<file path="src/rtl/sb_pkg.sv">
// Shared sideband framing symbols, deframer state encoding and CRC-16 constants.
package sb_pkg;

    localparam logic [7:0]  DLE     = 8'hFE;
    localparam logic [7:0]  STX_CMD = 8'h05;
    localparam logic [7:0]  STX_RSP = 8'h04;
    localparam logic [7:0]  ETX     = 8'h40;
    localparam logic [3:0]  LSE_HI  = 4'h8;

    localparam logic [15:0] CRC_POLY = 16'h8005;
    localparam logic [15:0] CRC_SEED = 16'hFFFF;

    typedef enum logic [2:0] {
        ST_IDLE,
        ST_GOT_DLE,
        ST_LT_CHK,
        ST_PAYLOAD,
        ST_PAY_DLE
    } state_t;

    function automatic logic is_stx(input logic [7:0] b);
        return (b == STX_CMD) || (b == STX_RSP);
    endfunction

    function automatic logic is_lse(input logic [7:0] b);
        return b[7:4] == LSE_HI;
    endfunction

endpackage

</file>
<file path="src/rtl/sb_crc16.sv">
// Byte-wise CRC-16 (CRC_POLY/CRC_SEED), data bit 0 shifted in first, no final XOR.
// Latency: crc reflects a byte presented with en one cycle later.
// Backpressure: none; a byte is absorbed on every cycle en is high.
module sb_crc16
    import sb_pkg::*;
(
    input  logic        sb_clk,
    input  logic        rst,
    input  logic        init,
    input  logic        en,
    input  logic [7:0]  data_in,
    output logic [15:0] crc
);

    logic [15:0] crc_q;
    logic [15:0] crc_d;
    logic [15:0] crc_base;

    function automatic logic [15:0] crc_step(input logic [15:0] c, input logic [7:0] d);
        logic [15:0] r;
        r = c;
        for (int i = 0; i < 8; i++) begin
            if (r[15] ^ d[i]) begin
                r = {r[14:0], 1'b0} ^ CRC_POLY;
            end else begin
                r = {r[14:0], 1'b0};
            end
        end
        return r;
    endfunction

    // init reseeds before the same-cycle byte, so a frame's STX is folded in directly
    always_comb begin
        crc_base = init ? CRC_SEED : crc_q;
        crc_d    = en ? crc_step(crc_base, data_in) : crc_base;
    end

    always_ff @(posedge sb_clk) begin
        if (rst) begin
            crc_q <= '0;
        end else begin
            crc_q <= crc_d;
        end
    end

    assign crc = crc_q;

endmodule

</file>
<file path="src/rtl/sb_rx_deframer.sv">
// Sideband RX deframer: DLE-unstuffs frames, strips CRC via a 2-byte hold, decodes link transactions.
// Latency: all strobes registered, one cycle after the causing byte; CRC check needs SB_DEFRAMER_CRC_EN.
// Backpressure: none; accepts a byte every cycle byte_valid is high.
module sb_rx_deframer
    import sb_pkg::*;
#(
    parameter int MAX_LEN = 64
) (
    input  logic       sb_clk,
    input  logic       rst,
    input  logic [7:0] byte_in,
    input  logic       byte_valid,
    output logic [7:0] pkt_data,
    output logic       pkt_valid,
    output logic       pkt_sop,
    output logic       pkt_type,
    output logic       pkt_done,
    output logic       pkt_crc_ok,
    output logic [6:0] pkt_len,
    output logic       lt_valid,
    output logic [7:0] lt_lse,
    output logic       frame_err
);

    localparam logic [6:0] MAX_LEN_W = 7'(MAX_LEN);

    state_t     state_q, state_d;
    logic [7:0] hold0_q, hold0_d;
    logic [7:0] hold1_q, hold1_d;
    logic [1:0] hold_cnt_q, hold_cnt_d;
    logic [6:0] len_q, len_d;
    logic       type_q, type_d;
    logic [7:0] lse_q, lse_d;
    logic [7:0] pkt_data_q, pkt_data_d;
    logic       pkt_valid_q, pkt_valid_d;
    logic       pkt_sop_q, pkt_sop_d;
    logic       pkt_done_q, pkt_done_d;
    logic [6:0] pkt_len_q, pkt_len_d;
    logic       lt_valid_q, lt_valid_d;
    logic       frame_err_q, frame_err_d;
    logic       start_frame;
    logic       data_byte;
    logic       emit;

    always_comb begin
        state_d     = state_q;
        hold0_d     = hold0_q;
        hold1_d     = hold1_q;
        hold_cnt_d  = hold_cnt_q;
        len_d       = len_q;
        type_d      = type_q;
        lse_d       = lse_q;
        pkt_data_d  = pkt_data_q;
        pkt_valid_d = 1'b0;
        pkt_sop_d   = 1'b0;
        pkt_done_d  = 1'b0;
        pkt_len_d   = pkt_len_q;
        lt_valid_d  = 1'b0;
        frame_err_d = 1'b0;
        start_frame = 1'b0;
        data_byte   = 1'b0;
        emit        = 1'b0;

        if (byte_valid) begin
            case (state_q)
                ST_IDLE: begin
                    if (byte_in == DLE) state_d = ST_GOT_DLE;
                end
                ST_GOT_DLE: begin
                    if (is_stx(byte_in)) begin
                        start_frame = 1'b1;
                    end else if (is_lse(byte_in)) begin
                        lse_d   = byte_in;
                        state_d = ST_LT_CHK;
                    end else if (byte_in != DLE) begin
                        state_d = ST_IDLE;
                    end
                end
                ST_LT_CHK: begin
                    if (byte_in == ~lse_q) lt_valid_d  = 1'b1;
                    else                   frame_err_d = 1'b1;
                    state_d = ST_IDLE;
                end
                ST_PAYLOAD: begin
                    if (byte_in == DLE) state_d = ST_PAY_DLE;
                    else                data_byte = 1'b1;
                end
                ST_PAY_DLE: begin
                    if (byte_in == DLE) begin
                        data_byte = 1'b1;
                        state_d   = ST_PAYLOAD;
                    end else if (byte_in == ETX) begin
                        if (hold_cnt_q == 2'd2) begin
                            pkt_done_d = 1'b1;
                            pkt_len_d  = len_q;
                        end else begin
                            frame_err_d = 1'b1;
                        end
                        state_d = ST_IDLE;
                    end else if (is_stx(byte_in)) begin
                        frame_err_d = 1'b1;
                        start_frame = 1'b1;
                    end else begin
                        frame_err_d = 1'b1;
                        state_d     = ST_IDLE;
                    end
                end
                default: state_d = ST_IDLE;
            endcase
        end

        if (start_frame) begin
            state_d    = ST_PAYLOAD;
            type_d     = (byte_in == STX_RSP);
            hold_cnt_d = 2'd0;
            len_d      = 7'd0;
        end

        // The newest two bytes stay held: they are the CRC once ETX arrives
        if (data_byte) begin
            if (hold_cnt_q == 2'd2) begin
                if (len_q == MAX_LEN_W) begin
                    frame_err_d = 1'b1;
                    state_d     = ST_IDLE;
                end else begin
                    emit        = 1'b1;
                    pkt_valid_d = 1'b1;
                    pkt_data_d  = hold0_q;
                    pkt_sop_d   = (len_q == 7'd0);
                    len_d       = len_q + 7'd1;
                    hold0_d     = hold1_q;
                    hold1_d     = byte_in;
                end
            end else if (hold_cnt_q == 2'd1) begin
                hold1_d    = byte_in;
                hold_cnt_d = 2'd2;
            end else begin
                hold0_d    = byte_in;
                hold_cnt_d = 2'd1;
            end
        end
    end

    always_ff @(posedge sb_clk) begin
        if (rst) begin
            state_q     <= ST_IDLE;
            hold0_q     <= '0;
            hold1_q     <= '0;
            hold_cnt_q  <= '0;
            len_q       <= '0;
            type_q      <= 1'b0;
            lse_q       <= '0;
            pkt_data_q  <= '0;
            pkt_valid_q <= 1'b0;
            pkt_sop_q   <= 1'b0;
            pkt_done_q  <= 1'b0;
            pkt_len_q   <= '0;
            lt_valid_q  <= 1'b0;
            frame_err_q <= 1'b0;
        end else begin
            state_q     <= state_d;
            hold0_q     <= hold0_d;
            hold1_q     <= hold1_d;
            hold_cnt_q  <= hold_cnt_d;
            len_q       <= len_d;
            type_q      <= type_d;
            lse_q       <= lse_d;
            pkt_data_q  <= pkt_data_d;
            pkt_valid_q <= pkt_valid_d;
            pkt_sop_q   <= pkt_sop_d;
            pkt_done_q  <= pkt_done_d;
            pkt_len_q   <= pkt_len_d;
            lt_valid_q  <= lt_valid_d;
            frame_err_q <= frame_err_d;
        end
    end

`ifdef SB_DEFRAMER_CRC_EN
    logic [15:0] crc_val;
    logic        crc_ok_q, crc_ok_d;

    // Received CRC arrives low byte first, so the older held byte is the low half
    sb_crc16 u_crc16 (
        .sb_clk  (sb_clk),
        .rst     (rst),
        .init    (start_frame),
        .en      (start_frame | emit),
        .data_in (start_frame ? byte_in : hold0_q),
        .crc     (crc_val)
    );

    always_comb begin
        crc_ok_d = pkt_done_d ? (crc_val == {hold1_q, hold0_q}) : crc_ok_q;
    end

    always_ff @(posedge sb_clk) begin
        if (rst) begin
            crc_ok_q <= 1'b0;
        end else begin
            crc_ok_q <= crc_ok_d;
        end
    end

    assign pkt_crc_ok = crc_ok_q;
`else
    assign pkt_crc_ok = 1'b1;
`endif

    assign pkt_data  = pkt_data_q;
    assign pkt_valid = pkt_valid_q;
    assign pkt_sop   = pkt_sop_q;
    assign pkt_type  = type_q;
    assign pkt_done  = pkt_done_q;
    assign pkt_len   = pkt_len_q;
    assign lt_valid  = lt_valid_q;
    assign lt_lse    = lse_q;
    assign frame_err = frame_err_q;

endmodule
</file>
<file path="config.mk">
export PLATFORM = sky130hd
export DESIGN_NAME = sb_rx_deframer
export DESIGN_NICKNAME = d
export VERILOG_FILES = /design/src/rtl/sb_pkg.sv /design/src/rtl/sb_crc16.sv /design/src/rtl/sb_rx_deframer.sv
export SDC_FILE = /design/constraint.sdc
export NUM_CORES = 1
export LEC_CHECK = 0
export ABC_AREA = 1
export BUFFER_PORTS_ARGS = -buffer_cell sky130_fd_sc_hd__buf_2
export CAP_MARGIN = 25
export CORE_UTILIZATION = 41
export CTS_CLUSTER_DIAMETER = 80
export CTS_CLUSTER_SIZE = 24
export DETAILED_ROUTE_END_ITERATION = 8
export SLEW_MARGIN = 0
export SYNTH_ARGS = -nofsm -noshare
export SYNTH_HDL_FRONTEND = slang
export SYNTH_HIERARCHICAL = 1
export SYNTH_SLANG_ARGS = --single-unit
</file>
<file path="constraint.sdc">
create_clock -name sb_clk -period 3.75 [get_ports sb_clk]
set_input_delay 0.75 -clock sb_clk [delete_from_list [all_inputs] [get_ports sb_clk]]
set_output_delay 0.75 -clock sb_clk [all_outputs]
set_load 0.1 [all_outputs]
</file>
[Word level (Yosys, flattened, before mapping)]
Cells that the tools add are included.
Word-level totals
  register bits: 57
  output and inout bits: 30
  logic and storage cells: 103
Operators by class
  add/sub/neg operators: 1
  equal/unequal tests: 16
  mux-type cells: 49
  bitwise logic cells: 10
  reduce and logical (&&, ||, !) cells: 13
Operators with widths (number)
  8-bit two-way mux: 6
  3-bit two-way mux: 13
  7-bit two-way mux: 4
  1-bit two-way mux: 18
  8-bit by 3-bit equality test with 1-bit output, second input constant: 2
  3-bit case mux with 4 select lines: 1
  1-bit inverter: 9
  3-bit AND reduction: 3
  8-bit by 7-bit equality test with 1-bit output, second input constant: 1
  8-bit equality test: 1
  8-bit equality test, second input constant: 1
  2-bit two-way mux: 4
  8-bit != test, second input constant: 1
  8-bit inverter: 1
  7-bit by 1-bit adder with 7-bit output, second input constant: 1
  7-bit equality test, second input constant: 1
  7-bit zero test: 1
  3-bit by 2-bit equality test with 1-bit output, second input constant: 2
  1-bit case mux with 2 select lines: 3
  3-bit OR reduction: 2
  5-bit AND reduction: 1
  5-bit OR reduction: 1
  4-bit equality test, second input constant: 1
  2-bit != test, second input constant: 2
  9 further kinds: 9

[Longest topological paths before layout]
  depth after elaboration: 11
  mapped depth: 11
  mapped depth without buffers: 10

[Worst setup path before layout]
Ideal clock, no wire load.
  path kind: input to register
  from: input port byte_in[1]
  to: register hold1_q[6]
  setup time: 0.113 ns
  arrival time: 1.778 ns
  data required time: 3.637 ns
  setup slack: 1.859 ns
  stages: 10
  buffers on the path: 1
  path through: inv_1 -> nor3_4 -> nand2_2 -> nand2_2 -> nand3_4 -> nor2_4 -> buf_6 -> nand2_1 -> nand2_1 -> nor2_1
On the way
  longest elaborated chain between the ends: 5
  elaborated cells on any way between the ends: 6
  classes of those cells: eq/ne (1); mux (4); reduce/logical (1)
RTL lines
  from (decl): line sb_rx_deframer.sv:11  | input logic [7:0] byte_in,
  8-bit equality test (*): line sb_rx_deframer.sv:85, sb_rx_deframer.sv:89
  1-bit two-way mux, on equally long branches: line sb_rx_deframer.sv:89, sb_rx_deframer.sv:85
  1-bit case mux with 2 select lines (*): line sb_rx_deframer.sv:65  | case (state_q)
  1-bit two-way mux (*): line sb_rx_deframer.sv:64  | if (byte_valid) begin
  3-bit AND reduction (no line) (*)
  to (signal assigned): line sb_rx_deframer.sv:163  | hold1_q <= hold1_d;
  to (decl): line sb_rx_deframer.sv:29  | logic [7:0] hold1_q, hold1_d;
Every way passes the cells marked *; elsewhere a longest branch is shown, timed or not.
A chain may end at the register's enable or synchronous reset.

[Final worst setup path]
  from: input port byte_in[4]
  to: register lse_q[0] (netlist: lt_lse[0])
On the way
  longest elaborated chain between the ends: 4
  elaborated cells on any way between the ends: 6
  classes of those cells: eq/ne (3); bitwise (1); reduce/logical (2)
RTL lines
  8-bit by 3-bit equality test with 1-bit output: line sb_pkg.sv:22  | return (b == STX_CMD) || (b == STX_RSP);
  1-bit logical OR: line sb_pkg.sv:22
  1-bit inverter (no line)
  4-bit AND reduction (no line) (*)
  to (signal assigned): line sb_rx_deframer.sv:167  | lse_q <= lse_d;
  to (decl): line sb_rx_deframer.sv:33  | logic [7:0] lse_q, lse_d;
Marks and branches as above.

==> flow_summary.json <==
{
  "ioPinCount": 41,
  "yosysWarnings": 6,
  "slew_headroom_pct": 46.8,
  "totalWireLength_microns": 6020,
  "cts_buffer_depth": 2,
  "syn2layout_area_growth_pct": 15.5,
  "synth_top_area_share_pct": 40.9,
  "fillCellCount": 701,
  "clk_pin_slew_ns": 0.07,
  "drt_iter0_drc": 159,
  "path_buf_inv": 2,
  "cts-hold-fix-buffers": 0,
  "setup_tns_ns": 0,
  "portBuffers": 39,
  "antenna_found_initial": 0,
  "hold_path_depth": 2,
  "fin_crit_sh_pct": 57.2,
  "failed_checks": "DRC",
  "via_per_inst": 4.77,
  "die-area_sq_mm": 0.00715,
  "clk_latency_ns": 0.34,
  "yosys.area.top_type": "dfxtp_1",
  "drv_cap": 0,
  "cp_max_fo": 12,
  "wl_per_cell_microns": 11.0,
  "avgSynthCellArea_sq_um": 6.48,
  "initial_core_util_pct": 43.2,
  "synth-seq-cells": 57,
  "hold_path_class": "reg -> reg",
  "required_ns": 4.00,
  "powerDensity_mw_per_mm2": 406,
  "crit_family": "simple AND/OR/NAND/NOR gates",
  "num_antenna_cells": 0,
  "tightestPinTransition_ns": 0.796,
  "fmax_mhz": 466,
  "grt.overflow.total": 0,
  "setup_violations": 0,
  "die_y_microns": 84.5,
  "design.core.area_sq_mm": 0.00646,
  "nNetsFinal": 481,
  "max-vdd-ir-drop_mv": 0.219,
  "critPathMaxStageDelay_ns": 0.63,
  "grt_pass1_wl_microns": 10400,
  "min_period_ns": 2.14,
  "synth.distinct_cells": 26,
  "cts_tree": "yes",
  "rrSetupSlack_ns": 1.93,
  "synth-seq-area-share_pct": 40.9,
  "gp_congestion": 0.866,
  "power.leakage_nw": 1.51,
  "clock_sinks": 57,
  "crit_chain": "buf_2 > nor2_1 > inv_1 > nor3_1 > nand2_1 > nor2_1 > nor2_1 > a211oi_1",
  "cts_made_buffers": 9,
  "finalHoldViolations": 0,
  "final_util_pct": 50.0,
  "htree_levels": 3,
  "dp_hpwl_microns": 4380,
  "cts_resized": 0,
  "reg2reg_depth": 8,
  "synth_fp_nets": 444,
  "synthArstFlopShare_pct": 0,
  "netlist_top_cells_area": "dfxtp_1 (41%), nand2_1 (18%), nor2_1 (13%), inv_1 (6.0%), nand3_1 (4.7%)",
  "rsz0062_at_grt": "false",
  "outcome": "finished with violations",
  "cts_setup_buffers": 0,
  "cp_common_cell": "nor2_1",
  "drt_first_pass_iters": 8,
  "drive_above_1_share_pct": 14.0,
  "end_kind": "flop",
  "synth_ff_type": "dfxtp_1",
  "slew_viol_final": 0,
  "grt_max_degree": 25,
  "row_count": 29,
  "yosysMostFrequentCell": "nand2_1",
  "root_buffer": "clkbuf_8",
  "die_w_microns": 84.5,
  "slowest_stage": "nor2_1",
  "synth_cells": 431,
  "synth-edff-count": 0,
  "synth_area_sq_mm": 0.00279,
  "grt_pass1_vias": 2300,
  "crit_cells": 8,
  "netlist_top_cells_count": "nand2_1 (132), nor2_1 (95), dfxtp_1 (57)",
  "arrival_ns": 2.40,
  "antenna_left": 0,
  "skew_ns": 0.0111,
  "route.vias.total": 2625,
  "crit_type": "in -> reg",
  "drc": 4,
  "grt_util_all_layers_pct": 18.4,
  "critPathLaunchType": "input port"
}
-- worst paths after layout --
| path | startpoint | to |
|---|---|---|
| max | byte_in[4] | lt_lse[0] |
| max reg2reg | len_q[0] | len_q[3] |
| min | hold0_q[2] | pkt_data[2] |
| min reg2reg | hold0_q[2] | pkt_data[2] |
-- where the power goes --
group	leakage, nW	total, mW	switching, mW	internal [mW]
clock network	0.113	0.642	0.251	0.391
registers	0.459	0.607	0.000669	0.606
logic	0.941	0.0631	0.0466	0.0165
total	1.51	1.31	0.298	1.01
-- logic make-up (layout without fill, tap and decap cells) --
family | count (synthesis) | after routing | synth area share (%)
simple gates | 278 | 278 | 41.7
compound gates | 30 | 30 | 6.09
fa+ha+maj | 2 | 2 | 0.896
buf+inv | 60 | 102 | 9.36
flops | 57 | 57 | 40.9
other cells | 1 | 1 | 0.134
xor+xnor | 3 | 3 | 0.941
-- registers in the layout, summed over array words and instances, names as in the netlist, 2 cells and up --
signal	cells
hold0_q	8
pkt_len	7
hold_cnt_q	2
hold1_q	8
state_q	3
len_q	7
lt_lse	8
pkt_data	8
-- cells in the final DEF, fill, tap and decap left out, drive strengths merged --
| master | instances |
|---|---|
| nand2 | 136 |
| nor2 | 97 |
| dfxtp | 57 |
| inv | 45 |
| buf | 41 |
| nand3 | 27 |
| o21ai | 13 |
| a21oi | 11 |
| nor3 | 11 |
| clkbuf | 11 |
| nand4 | 6 |
| a211oi | 4 |
| xor2 | 3 |
| clkinv | 3 |
| ha | 2 |
| bufinv | 2 |
| o211ai | 2 |
| nor3b | 1 |
| conb | 1 |
-- routing by layer --
metal  wire length, microns  up-vias  global-route usage [%]
met5                      0        -                       0
met4                    125        0                    9.40
met3                    261       10                    3.93
met1                   2840     1146                    23.0
met2                   2800       65                    29.9
li1                       -     1404                       -
-- cell type report --
class                      instances  area (sq um)  area share, %
clock buffer                      11           141           4.38
clock inverter                     5          78.8           2.44
inverter                          45           169           5.23
multi-input combinational        314          1390           43.1
sequential                        57          1140           35.4
tap                               77          96.3           2.99
timing repair buffer              41           210           6.51
-- tightest hold or removal path, delay by kind of cell (launching register included) --
family           cells  cell delay, ns
flip-flops           1            0.31
AND/OR/NAND/NOR      2            0.10
-- through the flow --
step                worst slack [ns]  cell area [sq um]  cells  total power, mW  hold slack, ns
floorplan                       1.86               2790    431            0.664           0.420
global placement                1.26               3010    534            0.684           0.431
detailed placement              1.25               3010    534            0.684           0.434
CTS                             1.59               3230    550             1.33           0.450
global route                    1.38               3230    550             1.36           0.466
finish                          1.61               3230    550             1.31           0.446
Power figures use the tool's default switching activity.
